--- config.mk ---
export PLATFORM = sky130hd
export DESIGN_NAME = universal_ff_reg_flat
export DESIGN_NICKNAME = d
export VERILOG_FILES = /design/src/rtl/universal_ff_reg_if.sv /design/src/rtl/universal_ff_reg.sv /design/src/flat_wrapper.sv
export SDC_FILE = /design/constraint.sdc
export NUM_CORES = 1
export LEC_CHECK = 0
export BUFFER_PORTS_ARGS = -buffer_cell sky130_fd_sc_hd__buf_2
export CAP_MARGIN = 20
export CORE_UTILIZATION = 40
export DETAILED_ROUTE_END_ITERATION = 8
export SLEW_MARGIN = 25
export SYNTH_ARGS = -nofsm -noshare
export SYNTH_HDL_FRONTEND = slang
export SYNTH_SLANG_ARGS = --single-unit
--- constraint.sdc ---
create_clock -name clk -period 1.6 [get_ports clk]
set_input_delay 0 -clock clk [delete_from_list [all_inputs] [get_ports clk]]
set_output_delay 0 -clock clk [all_outputs]
set_load 0.005 [all_outputs]
--- src/rtl/universal_ff_reg_if.sv ---
// Control, data and status bundle for the universal flip-flop bank.
// The master drives the mode, enable and data inputs. The slave returns the state and the illegal-event status.
interface universal_ff_reg_if #(
  parameter int WIDTH = 8,
  parameter int CNT_W = 8
);
  logic             en;
  logic [1:0]       mode;
  logic [WIDTH-1:0] a;
  logic [WIDTH-1:0] b;
  logic             clr_err;
  logic [WIDTH-1:0] q;
  logic [WIDTH-1:0] q_bar;
  logic             changed;
  logic             illegal;
  logic [CNT_W-1:0] illegal_cnt;

  modport master (
    output en, mode, a, b, clr_err,
    input  q, q_bar, changed, illegal, illegal_cnt
  );

  modport slave (
    input  en, mode, a, b, clr_err,
    output q, q_bar, changed, illegal, illegal_cnt
  );
endinterface

--- src/rtl/universal_ff_reg.sv ---
// Bank of WIDTH flip-flops whose SR/JK/D/T behaviour is selected per edge. The new state appears one edge after the inputs are sampled.
// There is no backpressure. It also keeps a sticky flag and a saturating count of SR S=R=1 edges.
module universal_ff_reg #(
  parameter int WIDTH     = 8,
  parameter int SR_POLICY = 0,
  parameter int CNT_W     = 8
) (
  input logic               clk,
  input logic               rst,
  universal_ff_reg_if.slave bus
);
  localparam logic [1:0] MODE_SR = 2'b00;
  localparam logic [1:0] MODE_JK = 2'b01;
  localparam logic [1:0] MODE_D  = 2'b10;
  localparam logic [1:0] MODE_T  = 2'b11;
  localparam logic [CNT_W-1:0] CNT_MAX = '1;

  logic [WIDTH-1:0] q_q, q_d;
  logic             changed_q, changed_d;
  logic             illegal_q, illegal_d;
  logic [CNT_W-1:0] cnt_q, cnt_d;
  logic             illegal_evt;

  always_comb begin
    q_d = q_q;
    if (bus.en) begin
      for (int i = 0; i < WIDTH; i++) begin
        case (bus.mode)
          MODE_SR: begin
            case ({bus.a[i], bus.b[i]})
              2'b01:   q_d[i] = 1'b0;
              2'b10:   q_d[i] = 1'b1;
              2'b11: begin
                // Policy 0 leaves the bit as it was.
                if (SR_POLICY == 1)      q_d[i] = 1'b1;
                else if (SR_POLICY == 2) q_d[i] = 1'b0;
              end
              default: q_d[i] = q_q[i];
            endcase
          end
          MODE_JK: begin
            case ({bus.a[i], bus.b[i]})
              2'b01:   q_d[i] = 1'b0;
              2'b10:   q_d[i] = 1'b1;
              2'b11:   q_d[i] = ~q_q[i];
              default: q_d[i] = q_q[i];
            endcase
          end
          MODE_D:  q_d[i] = bus.a[i];
          MODE_T:  q_d[i] = q_q[i] ^ bus.a[i];
          default: q_d[i] = q_q[i];
        endcase
      end
    end
  end

  always_comb begin
    illegal_evt = bus.en && (bus.mode == MODE_SR) && (|(bus.a & bus.b));
    changed_d   = (q_d != q_q);
    illegal_d   = illegal_q;
    cnt_d       = cnt_q;
    // A new illegal event takes priority over a clear on the same edge.
    if (illegal_evt) begin
      illegal_d = 1'b1;
      if (bus.clr_err)           cnt_d = CNT_W'(1);
      else if (cnt_q != CNT_MAX) cnt_d = cnt_q + CNT_W'(1);
    end else if (bus.clr_err) begin
      illegal_d = 1'b0;
      cnt_d     = '0;
    end
  end

  always_ff @(posedge clk or negedge rst) begin
    if (!rst) begin
      q_q       <= '0;
      changed_q <= 1'b0;
      illegal_q <= 1'b0;
      cnt_q     <= '0;
    end else begin
      q_q       <= q_d;
      changed_q <= changed_d;
      illegal_q <= illegal_d;
      cnt_q     <= cnt_d;
    end
  end

  assign bus.q           = q_q;
  assign bus.q_bar       = ~q_q;
  assign bus.changed     = changed_q;
  assign bus.illegal     = illegal_q;
  assign bus.illegal_cnt = cnt_q;
endmodule

--- src/flat_wrapper.sv ---
// flat-port wrapper written by rule: the top's interface ports become plain ports
module universal_ff_reg_flat 
#(
  parameter int WIDTH     = 8,
  parameter int SR_POLICY = 0,
  parameter int CNT_W     = 8
)
  (clk, rst, bus_en, bus_mode, bus_a, bus_b, bus_clr_err, bus_q, bus_q_bar, bus_changed, bus_illegal, bus_illegal_cnt);
  universal_ff_reg_if #(.WIDTH(WIDTH), .CNT_W(CNT_W)) bus_i ();
  input logic clk;
  input logic rst;
  input wire logic [$bits(bus_i.en)-1:0] bus_en;
  input wire logic [$bits(bus_i.mode)-1:0] bus_mode;
  input wire logic [$bits(bus_i.a)-1:0] bus_a;
  input wire logic [$bits(bus_i.b)-1:0] bus_b;
  input wire logic [$bits(bus_i.clr_err)-1:0] bus_clr_err;
  output wire logic [$bits(bus_i.q)-1:0] bus_q;
  output wire logic [$bits(bus_i.q_bar)-1:0] bus_q_bar;
  output wire logic [$bits(bus_i.changed)-1:0] bus_changed;
  output wire logic [$bits(bus_i.illegal)-1:0] bus_illegal;
  output wire logic [$bits(bus_i.illegal_cnt)-1:0] bus_illegal_cnt;
  assign bus_i.en = bus_en;
  assign bus_i.mode = bus_mode;
  assign bus_i.a = bus_a;
  assign bus_i.b = bus_b;
  assign bus_i.clr_err = bus_clr_err;
  assign bus_q = bus_i.q;
  assign bus_q_bar = bus_i.q_bar;
  assign bus_changed = bus_i.changed;
  assign bus_illegal = bus_i.illegal;
  assign bus_illegal_cnt = bus_i.illegal_cnt;
  universal_ff_reg #(.WIDTH(WIDTH), .SR_POLICY(SR_POLICY), .CNT_W(CNT_W)) u_core (.clk(clk), .rst(rst), .bus(bus_i));
endmodule
==> results of run 1 <==
-- metrics by stage --
step | util (%) | hold WS, ns | std cells | power [mW] | setup TNS (ns)
after detailed placement | 55.3 | -0.0218 | 360 | 1.31 | -0.282
after CTS | 56.7 | 0.0131 | 365 | 1.71 | 0
after global routing | 57.8 | 0.0354 | 366 | 1.85 | -0.0364
after global placement | 55.3 | -0.0257 | 360 | 1.30 | -0.194
final | 57.8 | 0.0172 | 366 | 1.73 | 0
after floorplan | - | -0.296 | 231 | 0.929 | 0
-- flip-flops by register name, indices dropped and copies added, names as in the netlist --
| register | flops |
|---|---|
| u_core.bus.q | 8 |
| u_core.bus.illegal | 1 |
| u_core.bus.changed | 1 |
| u_core.bus.illegal_cnt | 8 |
-- metal layers --
layer	up-vias	track usage, %	part of all wire, %
met3	7	2.47	4.8
met2	60	35.9	43
met1	897	35.3	51
li1	1010	-	-
met5	-	0	0
met4	0	4.00	0.70
-- cells in the mapped netlist (all sizes together), types with 2 or more instances --
library cell / n / share of area (%)
nand2: 23 / 4.7
inv: 21 / 4.3
dfrtp: 18 / 25
ha: 17 / 12
nor2: 17 / 3.6
o21ai: 15 / 4.7
a21oi: 7 / 1.9
nand2b: 7 / 2.4
nor3: 7 / 1.9
o211ai: 7 / 2.9
xnor2: 7 / 3.3
clkbuf: 5 / 1.0
nand3: 5 / 1.4
nand3b: 5 / 2.0
nor2b: 5 / 1.7
a31oi: 4 / 1.4
buf: 4 / 1.2
nor3b: 4 / 2.3
nor4: 4 / 1.4
a211oi: 3 / 1.2
mux2i: 3 / 1.6
nand4: 3 / 1.0
nor4b: 3 / 1.8
o22ai: 3 / 1.0
o31ai: 3 / 1.2
o32ai: 3 / 1.4
a21o: 2 / 0.82
and2: 2 / 0.68
and3: 2 / 0.68
and3b: 2 / 0.96
o221ai: 2 / 0.96
o311ai: 2 / 0.96
o32a: 2 / 1.1
or4: 2 / 0.82
-- kinds of logic (layout without fill, tap and decap cells) --
family,count (synthesis),count (layout),share of synthesized area [%]
AOI/OAI and AO/OA,61,61,23.3
and+or+nand+nor,95,95,29.0
adders and majority gates,17,17,11.6
DFF,18,18,24.6
buffers and inverters,30,113,6.49
xor gates and xnor gates,7,7,3.35
muxes,3,3,1.64
-- path summary, 6_finish.rpt --
path,start,end,slack (ns),depth (start not counted)
worst max-delay path,u_core.bus.q[5],u_core.bus.changed,0.08,5
worst min-delay path,bus_clr_err,u_core.bus.illegal_cnt[5],0.02,2
worst max register to register,u_core.bus.q[5],u_core.bus.changed,0.08,5
worst min register to register,u_core.bus.illegal,u_core.bus.illegal,0.52,2
max in group asynchronous,rst,u_core.bus.illegal_cnt[6],1.08,2
min in group asynchronous,rst,u_core.bus.q[7],0.21,2
-- worst register-to-register path, stage by stage (launching register included) --
cell,delay [ns]
dfrtp_1,0.40
inv_1,0.07
o32a_1,0.38
and4_1,0.23
o31ai_2,0.20
nand4_1,0.12
-- layout make-up --
cell class,count,share of cell area [%]
multi-input combinational,183,51.3
tap,52,2.57
inverter,21,3.11
timing repair buffer,88,23.0
clock buffer,4,2.17
sequential,18,17.8
-- report_power, final --
part,internal (mW),total [mW],switching (mW)
Sequential,0.509,0.558,0.0484
Combinational,0.380,0.771,0.391
Clock,0.219,0.402,0.183
Total,1.11,1.73,0.622
-- repair_timing --
action / in CTS / in global routing
buffers inserted: 0 / 1
hold buffers: 1 / 0
setup endpoints to repair: 0 / 4
resized for setup: 0 / 7
endpoints found under the hold margin: 18 / 0
-- cells in the final DEF, fill, tap and decap left out, types with 3 or more instances in the layout --
cell       n
nor2b_1    5
nor3_1     7
nand3_1    5
ha_1      17
mux2i_1    3
o211ai_1   7
clkbuf_8   4
a21oi_1    7
nand4_1    3
nor4_2     3
a31oi_1    4
o21ai_0   14
nand3b_1   5
xnor2_1    7
nor3b_1    3
nand2_1   23
a211oi_1   3
nor2_1    16
buf_12     3
inv_1     21
o22ai_1    3
buf_2     47
nand2b_1   7
dfrtp_1   18
buf_4     37
==> impl_metrics.ini, run 1 <==
[synth]
ys_types = 52
ys_seq_area_share_pct = 24.6
avgSynthCellArea_um2 = 7.93
synth_nets = 270
synth_seq_cells = 18
yosys_warnings = 0
synthArstFlopShare_pct = 100
synth-main-ff-cell = dfrtp_1
synth_area_um2 = 1830
synth_edf_count = 0
synthCells = 231

[global_route]
grt_antenna_before_repair = 0
grt_use_total_pct = 23.3
grt_pass1_vias = 1844
grt_pass1_wl_um = 9030
grt_max_degree = 22
grt-ovfl-total = 0

[timing]
finalSetupViolations = 0
drv_slew = 0
rsz0062_at_grt = true
skew_ns = 0.00272
worst_pin_slew_ns = 0.472
slew_headroom_pct = 68.1
min_period_ns = 1.52
hold_viol = 0
fin_ws_ns = 0.0764
max_freq_ghz = 0.656
timing.final.crit_share_pct = 95.2

[finish]
final-seq-area_um2 = 450
nFillCells = 428
area_growth_syn_to_layout_pct = 38.3
nets = 354
multi_input_area_um2 = 1300
antenna_cells = 0
drive_above_1_share_pct = 32.5
post-route-cell-area_um2 = 2530

[min_path]
min_path_type = in -> reg

[clock_network]
cts_max_level = 1
path_clk_slew_ns = 0.08
tritoncts = yes
cts_made_buffers = 3
clock_latency_ns = 0.26
clockRootBuffer = clkbuf_8
cts_buffer_depth = 2
clock_sinks = 18

[floorplan]
core_um2 = 4380
core.rowCount = 24
die_h_um = 69.7
die_area_um2 = 4850
initial_core_util_pct = 41.8
ios = 48
die_x_um = 69.7

[drt]
remaining_drc_errors = 0
wire_per_inst_um = 14.8
via_per_inst = 5.39
dr.pass1.iters = 5
vias = 1974
drtIter0Drc = 85
antenna_left = 0
wirelength_um = 5430

[run_status]
outcome = finished, final reports clean

[critical_path]
critical_path.startpoint_type = register
cp_num_buf_inv = 1
cp.required_ns = 1.74
crit_type = reg -> reg
arrival_ns = 1.66
endpoint_kind = register
critical-path-top-delay-family = compound AO/OA/AOI/OAI gates
slowest_delay_ns = 0.40
crit_chain = inv_1, o32a_1, and4_1, o31ai_2, nand4_1
cp_slowest_cell = dfrtp_1
worstPathMaxFanout = 4

[place]
place_congestion = 0.893
post-place-ws_ns = -0.0902
port_buffers = 47
dp_hpwl_um = 4270
placed_cell_area_um2 = 2420

[power]
vdd_drop_max_mv = 0.339
leakagePower_nw = 1.21
p_per_area_nw_per_um2 = 683

[flow_run]
drv_cap = 0
No activity file was read; power rests on OpenSTA's default activity.
==> inputs of run 2 (changes only) <==
SETUP_SLACK_MARGIN = 0.5   (was unset)
==> run 2 against run 1 <==
Combinational power grew 16%. Critical path type unchanged. Flip-flop and latch count is the same. Power grew 5.0%. Non-clock buffer count grew 10. Worst hold slack gained 0.039 ns. Design area grew 15%.
==> impl_metrics.ini, run 2 (synthesis gave the netlist of run 1 again) <==
[run_status]
outcome = finished, final reports clean

[timing]
tns_ns = 0
drv_slew = 0
rsz0062_at_grt = true
max_freq_ghz = 0.663
hold_viol = 0
timing.final.crit_share_pct = 94.2
fin_ws_ns = 0.0924
slew_headroom_pct = 70.6
hold_ws_ns = 0.0562
finalSetupViolations = 0
worst_pin_slew_ns = 0.441
min_period_ns = 1.51
skew_ns = 0.00299

[drt]
vias = 2139
antenna_left = 0
via_per_inst = 5.69
drtIter0Drc = 109
wirelength_um = 6230
remaining_drc_errors = 0
dr.pass1.iters = 4
wire_per_inst_um = 16.6

[min_path]
hp-start = bus_clr_err
worstHoldEndpoint = u_core.bus.illegal_cnt[1]
min_path_type = in -> reg
hold_depth = 2

[critical_path]
r2r-start = u_core.bus.illegal_cnt[0]
arrival_ns = 1.66
critical_path.startpoint_type = register
endpoint_kind = register
reg2reg_slack_ns = 0.09
worstPathMaxFanout = 6
r2r_cells = 8
cp.required_ns = 1.75
r2r_end = u_core.bus.illegal_cnt[3]
crit_type = reg -> reg

[global_route]
grt_pass1_wl_um = 9790
grt_use_total_pct = 25.2
grt_max_degree = 19
grt-ovfl-total = 0
grt_pass1_vias = 2036
grt_antenna_before_repair = 0

[finish]
final_cell_mix = buf_4, buf_2, nand2_1
area_growth_syn_to_layout_pct = 59.2
nFillCells = 358
antenna_cells = 0
nets = 364
final-seq-area_um2 = 453
final_cells = 376
multi_input_area_um2 = 1560
drive_above_1_share_pct = 46.3
final_common_cell = buf_4

[place]
place_congestion = 0.862
post-place-ws_ns = -0.00527
dp_hpwl_um = 4260
port_buffers = 47
place_inst = 352

[clock_network]
cts_made_buffers = 3
tritoncts = yes
clock_latency_ns = 0.27
clock_sinks = 18
cts_max_level = 1
cts_buffer_depth = 2
path_clk_slew_ns = 0.08
clockRootBuffer = clkbuf_8

[floorplan]
die_x_um = 69.7
initial_core_util_pct = 41.8
core_um2 = 4380
die_area_um2 = 4850
core.rowCount = 24
die_h_um = 69.7
ios = 48

[power]
leakagePower_nw = 1.31
vdd_drop_max_mv = 0.382
p_per_area_nw_per_um2 = 623

[flow_run]
drv_cap = 0
run 2: cell types whose count changed in the layout (fill, tap and decap cells not counted), sizes merged:
cell / change
clkbuf: +1
buf: +9
run 2: repair_timing:
action,4_1_cts,5_1_grt
hold buffers,1,0
buffers inserted,13,5
setup endpoints to repair,13,18
gates cloned,1,0
resized for setup,34,32
pin swaps,8,12
endpoints found under the hold margin,18,0
run 2: per-layer routing:
layer / track usage (%) / up-vias / part of all wire, %
met5: 0 / - / 0
met4: 3.33 / 0 / 0.98
met3: 2.62 / 6 / 4.8
met2: 43.1 / 59 / 49
met1: 35.2 / 1040 / 45
li1: - / 1034 / -
run 2: report_power, final:
part           internal, mW  leakage (nW)  switching (mW)
sequential            0.510         0.228          0.0550
clock                 0.178        0.0228           0.177
combinational         0.448          1.06           0.450
run 2: how the worst max path moves through the flow:
stage / startpoint / to / slack, ns
6_report: u_core.bus.illegal_cnt[0] / u_core.bus.illegal_cnt[3] / 0.09
5_1_grt: u_core.bus.illegal_cnt[1] / u_core.bus.illegal_cnt[3] / 0.01
4_1_cts: u_core.bus.q[5] / u_core.bus.changed / 0.16
3_5_place_dp: bus_b[3] / u_core.bus.illegal_cnt[0] / -0.005
3_3_place_gp: bus_b[3] / u_core.bus.illegal_cnt[0] / 0.008
2_1_floorplan: u_core.bus.q[5] / u_core.bus.changed / 0.19
run 2: through the flow:
| stage | instance area, µm² | util, % | power [mW] |
|---|---|---|---|
| final | 2920 | 66.5 | 1.82 |
| after CTS | 2740 | 62.4 | 1.72 |
| after detailed placement | 2410 | 55.1 | 1.31 |
| after global routing | 2920 | 66.5 | 1.92 |
| after global placement | 2410 | 55.1 | 1.31 |
| after floorplan | 1910 | - | 0.948 |
run 2: cell type report:
cell class	count	area share, %
Inverter	21	2.70
Tap cell	52	2.23
Sequential cell	18	15.5
Clock buffer	4	1.54
Multi-Input combinational cell	183	53.5
Timing Repair Buffer	98	24.5
run 2: critical path: stages (launching register included):
cell,delay [ns]
dfrtp_1,0.38
ha_2,0.22
nand3_2,0.10
nor2_4,0.16
buf_8,0.16
buf_4,0.13
nor3_4,0.03
xnor2_1,0.15
nor2_1,0.07
